### src/rtl/ts_cc_pattern_gen.sv
// Transmit-side TS test source: framed bursts of header bytes followed by
// 188-byte TS packets carrying a fixed PID and a per-packet continuity counter.
// inject_err forces a single +2 CC step so downstream checkers see one discontinuity.
module ts_cc_pattern_gen #(
    parameter int unsigned HDR_LEN      = 6,
    parameter int unsigned TS_PER_FRAME = 7,
    parameter logic [12:0] PID          = 13'h1386,
    parameter int unsigned GAP_CYCLES   = 16
) (
    input  logic        clk,
    input  logic        rst,
    input  logic        enable,
    input  logic        inject_err,
    output logic [7:0]  data_out,
    output logic        data_out_en,
    output logic        busy,
    output logic [15:0] frame_cnt
);

    localparam logic [5:0] HdrLast  = 6'(HDR_LEN - 1);
    localparam logic [3:0] PktLast  = 4'(TS_PER_FRAME - 1);
    localparam logic [7:0] GapLast  = 8'(GAP_CYCLES - 1);
    localparam logic [7:0] ByteLast = 8'd187;
    localparam logic [7:0] HdrBase  = 8'hA0;
    localparam logic [7:0] SyncByte = 8'h47;

    typedef enum logic [1:0] {StIdle, StHdr, StTs, StGap} state_e;

    state_e     state;
    logic [5:0] hdr_idx;
    logic [7:0] byte_idx;
    logic [3:0] pkt_idx;
    logic [7:0] gap_cnt;
    logic [3:0] cc;
    logic       err_pend;
    logic [3:0] cc_step;

    // Byte at position idx of a TS packet carrying continuity counter c
    function automatic logic [7:0] ts_byte(input logic [7:0] idx, input logic [3:0] c);
        case (idx)
            8'd0:    return SyncByte;
            8'd1:    return {3'b000, PID[12:8]};
            8'd2:    return PID[7:0];
            8'd3:    return {4'b0001, c};
            default: return idx;
        endcase
    endfunction

    // A pending or same-cycle error request turns the next CC advance into +2
    always_comb begin
        cc_step = (err_pend || inject_err) ? 4'd2 : 4'd1;
    end

    // Burst sequencer: every output is registered and reflects the byte being sent
    always_ff @(posedge clk or posedge rst) begin
        if (rst) begin
            state       <= StIdle;
            hdr_idx     <= '0;
            byte_idx    <= '0;
            pkt_idx     <= '0;
            gap_cnt     <= '0;
            cc          <= '0;
            err_pend    <= 1'b0;
            data_out    <= '0;
            data_out_en <= 1'b0;
            busy        <= 1'b0;
            frame_cnt   <= '0;
        end else begin
            // Sticky request; cleared below when a CC advance consumes it
            if (inject_err) begin
                err_pend <= 1'b1;
            end

            case (state)
                StIdle: begin
                    if (enable) begin
                        state       <= StHdr;
                        hdr_idx     <= '0;
                        data_out    <= HdrBase;
                        data_out_en <= 1'b1;
                        busy        <= 1'b1;
                    end
                end

                StHdr: begin
                    if (hdr_idx == HdrLast) begin
                        state    <= StTs;
                        pkt_idx  <= '0;
                        byte_idx <= '0;
                        data_out <= SyncByte;
                    end else begin
                        hdr_idx  <= hdr_idx + 6'd1;
                        data_out <= HdrBase + {2'b00, hdr_idx + 6'd1};
                    end
                end

                StTs: begin
                    if (byte_idx == ByteLast) begin
                        cc       <= cc + cc_step;
                        err_pend <= 1'b0;
                        if (pkt_idx == PktLast) begin
                            state       <= StGap;
                            gap_cnt     <= '0;
                            data_out    <= '0;
                            data_out_en <= 1'b0;
                            frame_cnt   <= frame_cnt + 16'd1;
                        end else begin
                            pkt_idx  <= pkt_idx + 4'd1;
                            byte_idx <= '0;
                            data_out <= SyncByte;
                        end
                    end else begin
                        byte_idx <= byte_idx + 8'd1;
                        data_out <= ts_byte(byte_idx + 8'd1, cc);
                    end
                end

                StGap: begin
                    if (gap_cnt == GapLast) begin
                        // enable is only sampled here, so a dropped enable finishes the burst
                        if (enable) begin
                            state       <= StHdr;
                            hdr_idx     <= '0;
                            data_out    <= HdrBase;
                            data_out_en <= 1'b1;
                        end else begin
                            state <= StIdle;
                            busy  <= 1'b0;
                        end
                    end else begin
                        gap_cnt <= gap_cnt + 8'd1;
                    end
                end

                default: begin
                    state <= StIdle;
                end
            endcase
        end
    end

endmodule

### config.mk
export PLATFORM = sky130hd
export DESIGN_NAME = ts_cc_pattern_gen
export DESIGN_NICKNAME = d
export VERILOG_FILES = /design/src/rtl/ts_cc_pattern_gen.sv
export SDC_FILE = /design/constraint.sdc
export NUM_CORES = 1
export LEC_CHECK = 0
export ABC_AREA = 0
export CORE_MARGIN = 2
export CORE_UTILIZATION = 63
export CTS_CLUSTER_SIZE = 24
export DETAILED_ROUTE_END_ITERATION = 6
export GPL_ROUTABILITY_DRIVEN = 0
export PLACE_DENSITY_LB_ADDON = 0.3
export SLEW_MARGIN = 10
export SYNTH_ARGS = -nofsm -noshare
export SYNTH_HDL_FRONTEND = slang
export SYNTH_SLANG_ARGS = --single-unit
### constraint.sdc
create_clock -name clk -period 7.3 [get_ports clk]
set_clock_uncertainty 0.2 [all_clocks]
set_input_delay 2.19 -clock clk [delete_from_list [all_inputs] [get_ports clk]]
set_output_delay 2.19 -clock clk [all_outputs]
set_load 0.1 [all_outputs]
# Word level (Yosys, flattened, before mapping)
# Index checks and enable logic that the tools add are counted.
# classes
n_eq_ne	20
muxes	43
add_sub_neg	7
n_reduce_logical	17
# op_table
cell	n
$mux 8	10
$pmux 8 s4	2
$pmux 8 s2	2
$mux 6	3
$ne 2x2->1 const B	9
$pmux 6 s3	1
$add 16x1->16 const B	1
$add 8x1->8 const B	2
$eq 8x2->1 const B	2
$reduce_and 4->1	4
$mux 2	6
$mux 4	3
$mux 1	11
$reduce_and 3->1	3
$add 8x6->8 const A	1
$eq 8x1->1 const B	1
$eq 8x4->1 const B	1
$eq 8x8->1 const B	1
$logic_not 8->1	1
$pmux 2 s4	1
$pmux 4 s2	1
$mux 7	1
$add 6x1->6 const B	1
$eq 6x3->1 const B	1
other kinds (14)	18
# totals
elab_cells	98
ff_bits	59

# Longest topological paths before layout
# Gate-level depths: netlist of the first run.
# logic_depth
word_depth	5
depth_mapped	9
mapped_depth_nobuf	7

# Least setup slack after synthesis of the first run
# OpenSTA, ideal clock, no wires.
# synth_path
path_kind	input -> register
start	in inject_err
end	reg cc[1]
arrival_time_ns	3.187
t_required_ns	6.975
n_path_buf	0
cell_stages	4
path_slack_ns	3.788
cell_sequence	nor2_1 ha_1 fa_1 mux2_2
# synth_between
elab_chain_len	3
# synth_rtl
element	line	rtl
from (decl)	13	input logic inject_err,
$logic_or 1x1->1	51	cc_step = (err_pend || inject_err) ? 4'd2 : 4'd1;
$mux 2	51	
$add 4x2->4	99	cc <= cc + cc_step;
to (signal assigned)	99	
to (decl)	34	logic [3:0] cc;
# Every way passes these cells.
# A chain may end at the register's enable or synchronous reset.

# Worst setup path in the final report of the first run
# layout_path
start	reg frame_cnt[2]
end	out frame_cnt[2]
# layout_lines
element	line	rtl
from (decl)	17	output logic [15:0] frame_cnt
from (signal assigned)	106	frame_cnt <= frame_cnt + 16'd1;
# No word-level cell between the ends.

==> results summary, run 1 <==
The synthesized instance count is 369. The peak fanout along the critical path came out at 5. The final routed DRC violation total is 0. The mean post-synth cell area is 9.674 um^2. The combined buffer and inverter count along the critical path came out at 1. The number of enable-type register cells in the synthesized netlist is 0. In this run the power density over the cells is 336.6 nW/um^2. The library cell with the largest summed area after synthesis is dfrtp_1. TritonCTS built the clock tree. The worst relative slew slack came out at 32.87%.

The level count of the clock H-tree is 3. The slowest stage of the critical path is the clkdlybuf4s50_1 cell. The via count of the first global-routing pass came out at ~2800. The worst setup path is captured at a primary output.

The average via count per standard cell is between 6 and 7. The max-cap violation count came out at 0. In this run the critical register-to-register path is launched from state[0]. The worst voltage drop across the vdd grid came out at approximately 270 uV.

In this run the clock root is driven by a clkbuf_8. Entering global routing, the biggest net connects 60 pins. The overall track demand over capacity in global routing is 28.04%. The number of different library cells used by synthesis comes to 67. The synthesized net count came out at 391.

The area growth from synthesis to layout came out at 14.44%. The maximum count of clock buffers along a single path is 2. The share of synthesized area in the top cell type comes to around two fifths. The most critical setup path has its startpoint at frame_cnt[2]. The setup fix buffers added after clock tree synthesis is 0. The total overflow left after global routing is 0.

The number of endpoints failing setup at the final stage came out at 0. The peak per-stage delay on the critical path came out at 1.17 ns. The initial antenna violation count is 0. The number of vias after detailed routing is 3022. The required time at the endpoint of the critical path came out at 4.91 ns.

The wire length of the first global-routing pass is roughly 14000 um. Setup repair after global routing left no endpoint under its margin. The sum of negative setup slack came out at 0 ns. For the worst flop-to-flop path, the logic depth is 7. The critical path in this run is classified as reg -> out.

The sum of routed wire length over all layers came out at 8204 um. The die area came out at between 6000 and 7000 um^2. The run finished with clean final reports. The final number of hold-violating endpoints came out at 0. The final max-slew violation count is 0. The synthesized design contains 59 register bits. In the post-synthesis netlist, the biggest area contributors are dfrtp_1 (41%), ha_1 (6.0%), xnor2_1 (4.4%). The placeable core area came out at 5473 um^2. For this run, the post-layout net count is 416. The number of cells on the critical path is 1. The worst register-to-register path ends at data_out[3].

The later pin in the worst-skew pair is clocked with a latency of 0.35 ns. The repair_antennas step left the layout with diodes totalling 0. The number of resized instances in the post-cts repair step came out at 0.

The commonest register cell after synthesis is dfrtp_1. The vertical die dimension came out at 79.28 um. The placed wire-length estimate after detailed placement is 5729 um. Clock-pin slew was measured on the worst setup and hold paths at 0.07 ns. For this run, the detailed router's first-pass iteration total came to 5. The average detailed-routed wire length per instance is 17.42 um. The worst setup path is launched from a flip-flop.

In this run the remaining antenna-violating nets after routing total 0. The total number of placement rows is 27. The leakage power of the design came out at between 0.0015 and 0.002 uW. The TritonCTS sink count is 59. The final standard cell utilization of the core came out at 74.65%. Data on the critical path arrives at its endpoint at 1.96 ns. The mapped cell area came out at 3570 um^2.

The count of input and output buffers came out at 29. The fraction of layout instances using a drive strength above 1 came out at roughly 10%. The path class of the tightest hold or removal check is reg -> reg. For the pin with the worst max-slew slack, the measured transition is 1.004 ns. The worst hold path depth is 1. The total of warnings raised by yosys came out at 0. For this configuration, the core starts out at a cell density of about two thirds. The sequential fraction of design power came out at 31.5%. Walking the worst path, the cells encountered are clkdlybuf4s50_1. The number of DRC markers after the initial detailed-route iteration is ~210. The switching part of the total power came out at 46.00%.

The async set-or-reset flop fraction in the synthesized netlist is 100.0%. The period utilization came out at roughly three fifths. The part of the total power dissipated in the clock network is 22.2%. The switching power total came out at 632.6 uW. The horizontal die dimension came out at 79.28 um. The shortest clock period the worst path allows after layout is 4.348 ns. In this run, post-CTS hold repair placed 0 buffers. In this run the register-to-register setup slack is 4.22 ns. Of the synthesized area, sequential elements account for about two fifths. The most critical setup path has its endpoint at frame_cnt[2]. The fraction of power consumed by combinational cells is 46.3%. The maximum frequency from static timing analysis came out at 230.0 MHz. The number of buffers created by CTS came out at 9. The internal cell power is 742.6 uW.

The cell family contributing the most delay on the critical path is buffers and inverters. The number of placed I/O pins is 30.
power by group through the flow:
stage | clock [uW] | combinational [uW] | sequential [uW]
6_report | 305 | 637 | 433
5_1_grt | 322 | 687 | 438
4_1_cts | 307 | 631 | 431
3_5_place_dp | 0 | 625 | 436
3_3_place_gp | 0 | 610 | 433
2_1_floorplan | 0 | 378 | 541
placed cells by master (no fill, tap or decap), types with 13 or more instances in the layout:
| cell type | n |
|---|---|
| nand2_1 | 40 |
| o21ai_0 | 16 |
| a21oi_1 | 16 |
| nand3_1 | 15 |
| inv_1 | 13 |
| ha_1 | 17 |
| dfrtp_1 | 59 |
| clkdlybuf4s50_1 | 29 |
| nor2_1 | 20 |
| xnor2_1 | 18 |
cells in the mapped netlist, drive strengths merged (9+ instances only):
master,number
nand4,9
xor2,11
inv,15
nor2,20
ha,17
a21oi,17
xnor2,18
o21ai,19
nand2,40
o31ai,11
dfrtp,59
nand3,15
how the worst min path moves through the flow:
stage                   from       endpoint  slack (ns)
3_3_place_gp           cc[3]          cc[3]        0.26
2_1_floorplan          cc[3]          cc[3]        0.24
3_5_place_dp           cc[3]          cc[3]        0.26
5_1_grt        frame_cnt[15]  frame_cnt[15]        0.30
6_report       frame_cnt[15]  frame_cnt[15]        0.28
4_1_cts                cc[3]          cc[3]        0.27
metal layers:
metal	wire, um	vias to the layer above	share of wire [%]	GRT usage (%)
li1	-	1403	-	-
met5	0	-	0	0
met4	298	0	3.6	16.21
met2	3945	132	48	43.90
met3	490	27	6.0	4.318
met1	3469	1460	42	37.13
registers in the layout (all words and copies together) (netlist names):
name / count
frame_cnt: 16
data_out_en: 1
hdr_idx: 6
gap_cnt: 8
data_out: 8
cc: 4
byte_idx: 8
busy: 1
pkt_idx: 4
state: 2
err_pend: 1
stage by stage:
stage | hold slack, ns | setup slack (ns) | power (uW) | instances | area, um^2
floorplan | 0.2413 | 3.454 | 919.3 | 369 | 3570
finish | 0.2754 | 2.952 | 1375 | 471 | 4085
global placement | 0.2608 | 3.160 | 1043 | 455 | 3882
detailed placement | 0.2580 | 3.100 | 1061 | 455 | 3882
CTS | 0.2730 | 2.941 | 1369 | 471 | 4085
global route | 0.2971 | 2.898 | 1447 | 471 | 4085
cell type report:
cell class,count,area (um^2)
Clock buffer,10,137.6
Tap cell,72,90.09
Timing Repair Buffer,30,297.8
Inverter,15,56.30
Multi-Input combinational cell,279,1962
Sequential cell,59,1476
Clock inverter,6,65.06
Fill cell,422,1388
worst reg2reg max path, stage by stage (launching register included):
cell and delay [ns]:
dfrtp_1 0.42, inv_1 0.13, ha_1 0.68, inv_2 0.23, a21oi_1 0.72, nand3_1 0.19, o31ai_1 0.26, a22o_1 0.18
cell families (layout without fill, tap and decap cells):
logic type               after synthesis  after routing  synth area share (%)
AND/OR/NAND/NOR                      130            130                 19.38
AO/OA/AOI/OAI                         93             93                 19.28
flip-flops                            59             59                 41.36
buffers and inverters                 31             61                 3.680
XOR/XNOR                              29             29                 7.115
adder cells (fa/ha/maj)               18             18                 6.519
multiplexers                           9              9                 2.664
Power figures use the tool's default switching activity.
==> run 2, diff against run 1 <==
--- a/config.mk
+++ b/config.mk
@@ -7,7 +7,7 @@
 export LEC_CHECK = 0
 export ABC_AREA = 0
 export CORE_MARGIN = 2
-export CORE_UTILIZATION = 63
+export CORE_UTILIZATION = 58
 export CTS_CLUSTER_SIZE = 24
 export DETAILED_ROUTE_END_ITERATION = 6
 export GPL_ROUTABILITY_DRIVEN = 0
==> constraint.sdc (replaced) <==
create_clock -name clk -period 4.2 [get_ports clk]
set_clock_uncertainty 0.2 [all_clocks]
set_input_delay 1.26 -clock clk [delete_from_list [all_inputs] [get_ports clk]]
set_output_delay 1.26 -clock clk [all_outputs]
set_load 0.1 [all_outputs]
==> run 2 against run 1 <==
  * Routed wire length fell by 0.15%
  * Critical path type unchanged
  * Critical endpoint is now frame_cnt[12]
  * Core utilization fell by 5.6 points
  * Highest routed layer unchanged
  * Register-to-register slack got worse by 2.9 ns
==> results summary, run 2 (same netlist as run 1, synthesis figures left out) <==
The placed standard-cell area is 3874 um^2. The sum of negative setup slack came out at 0 ns. The path class of the tightest hold or removal check is reg -> reg. The final standard cell utilization of the core is 69.06%. For this design the total switching power over the nets is ~1100 uW. The final routed DRC violation total came out at 0. The top cell types in the final layout, fill and taps aside, are dfrtp_1 (59), nand2_1 (40), nor2_1 (20). The count of input and output buffers came out at 29.

The number of cells on the critical path is 1. The via count of the first global-routing pass is ~2900. The slew of the pin with the lowest slew margin came out at 0.9955 ns.

In this run the worst setup path begins at frame_cnt[12]. The switching part of the total power came out at between 40 and 50%. The maximum frequency from static timing analysis came out at 297.0 MHz. The largest register by flop count is frame_cnt. The final max-slew violation count is 0. The average detailed-routed wire length per instance came out at 17.21 um. The peak fanout along the critical path came out at 4.

The final antenna diode count is 0. The number of buffers added to fix hold violations after cts came out at 0. The TritonCTS sink count came out at 59.

Compared with the post-synthesis result, the final layout area differs by 14.55%. Together, buffers and inverters on the worst path number 1. The period utilization came out at 80.16%. Per report_power, the combinational group accounts for between 40% and 50% of the total.

The worst register-to-register path ends at state[0]. Setup repair after global routing left no endpoint under its margin. The sequential fraction of design power came out at 30.6%.

Gates resized during post-CTS repair numbered 0. The number of cells on the worst reg-to-reg path is 6. The die is roughly 80 um wide.

The peak per-stage delay on the critical path is about 1.2 ns. The detailed router finished its first iteration with 154 violations. The required time at the endpoint of the critical path came out at 2.74 ns. The floorplan has 28 rows. The clock latency reported for the late side of the worst-skew pair came out at 0.34 ns.

The critical path in this run is classified as reg -> out. The cell sitting at the root of the clock tree is a clkbuf_8. The end point of the critical path is frame_cnt[12]. The clock tree from TritonCTS is yes.

Setup slack on the worst reg-to-reg path comes out at 1.35 ns. The H-tree was split into 3 levels. The endpoint class of the critical path is a primary output. The fraction of layout instances using a drive strength above 1 came out at 14.21%. The worst relative slew slack came out at between 30% and 40%.

The final number of hold-violating endpoints came out at 0. Dividing total power by cell area gives a power density of 601.0 nW/um^2. Once the clock tree was built, the setup fixing pass inserted 0 buffers. The number of flip-flops in the largest register came out at 16. The sum of routed wire length over all layers came out at 8192 um.

The overall track demand over capacity in global routing came out at 27.14%. The data arrival time of the worst path came out at roughly 1.9 ns. STA classifies the critical path startpoint as a flip-flop. The run finished with clean final reports. The final non-filler cell total came out at 476. The starting utilization of the core area came out at approximately 60%. The worst voltage drop across the vdd grid is 624.6 uV. The longest clock path from root to sink contains 2 buffers.

Summed over all nets, the half-perimeter wirelength after detailed placement is 5800 um. The internal cell power came out at 1352 uW. The largest net degree at the start of global routing came out at 32. The signal on the critical path passes through clkdlybuf4s50_1. At the end of the flow, the number of nets in the layout was 419. The vertical die dimension is about 80 um. The routed layout has roughly 3000 vias.

Dividing the detail-routed via count by the number of cells gives 6.204. Setup violations remaining at the end of the flow were counted as 0. Clock-pin slew was measured on the worst setup and hold paths at 0.07 ns. The library cell used most frequently in the layout, excluding fill and tap cells, is dfrtp_1.

The core region is 5921 um^2. Grouping stages by cell kind, the critical path spends the most delay in buffers and inverters. The cell area after layout is 4089 um^2. The largest individual stage delay along the critical path comes from the cell clkdlybuf4s50_1.

The number of placed I/O pins is 30. For this design the static power due to leakage is 0.001802 uW. The detail route stage leaves a number of antenna-violating nets equal to 0. The number of buffers created by CTS came out at 9.

The die area came out at 6798 um^2. In this run, the clock network consumes 23.6% of the power. The pre-antenna-repair detailed-routing pass consisted of 5 iterations. The first global-routing pass estimated 13840 um of wire. The worst flop-to-flop path startpoint is byte_idx[0]. After global routing the overflow that remains totals 0. Max-cap violations in this run came to 0. The number of instances in the placed design is 461. The initial antenna violation count came out at 0.

The shortest clock period the worst path allows after layout came out at 3.367 ns.
## run 2: layer usage
| layer | routed length [um] | vias to the layer above | track usage (%) |
|---|---|---|---|
| met5 | 0 | - | 0 |
| met4 | 198 | 0 | 10.17 |
| met3 | 444 | 20 | 5.870 |
| met2 | 3959 | 105 | 44.11 |
| met1 | 3589 | 1416 | 35.53 |
| li1 | - | 1412 | - |
## run 2: area by class of cell
cell class                 count  area [um^2]
tap                           75        93.84
timing repair buffer          33        285.3
multi-input combinational    279         1962
clock buffer                  10        137.6
fill                         463         1832
clock inverter                 5        77.57
sequential                    59         1476
inverter                      15        56.30
## run 2: metrics by stage
step                total power [uW]  hold WS (ns)  setup WS, ns
global route                    2603        0.3032        0.7843
detailed placement              1862        0.2642        0.9682
global placement                1827        0.2600         1.025
floorplan                       1598        0.2413         1.284
CTS                             2452        0.2742        0.8261
finish                          2458        0.2734        0.8334
## run 2: power groups by stage
stage / Sequential [uW] / Clock (uW) / Combinational (uW)
after detailed placement: 758 / 0 / 1100
after global placement: 754 / 0 / 1070
after global routing: 763 / 611 / 1230
after floorplan: 941 / 0 / 657
after CTS: 750 / 581 / 1120
final: 751 / 579 / 1130
## run 2: how the worst min path moves through the flow
stage	endpoint	startpoint	cells after the start
detailed placement	cc[3]	cc[3]	1
global placement	cc[3]	cc[3]	1
global route	cc[3]	cc[3]	1
CTS	cc[3]	cc[3]	1
finish	cc[3]	cc[3]	1
floorplan	cc[3]	cc[3]	1
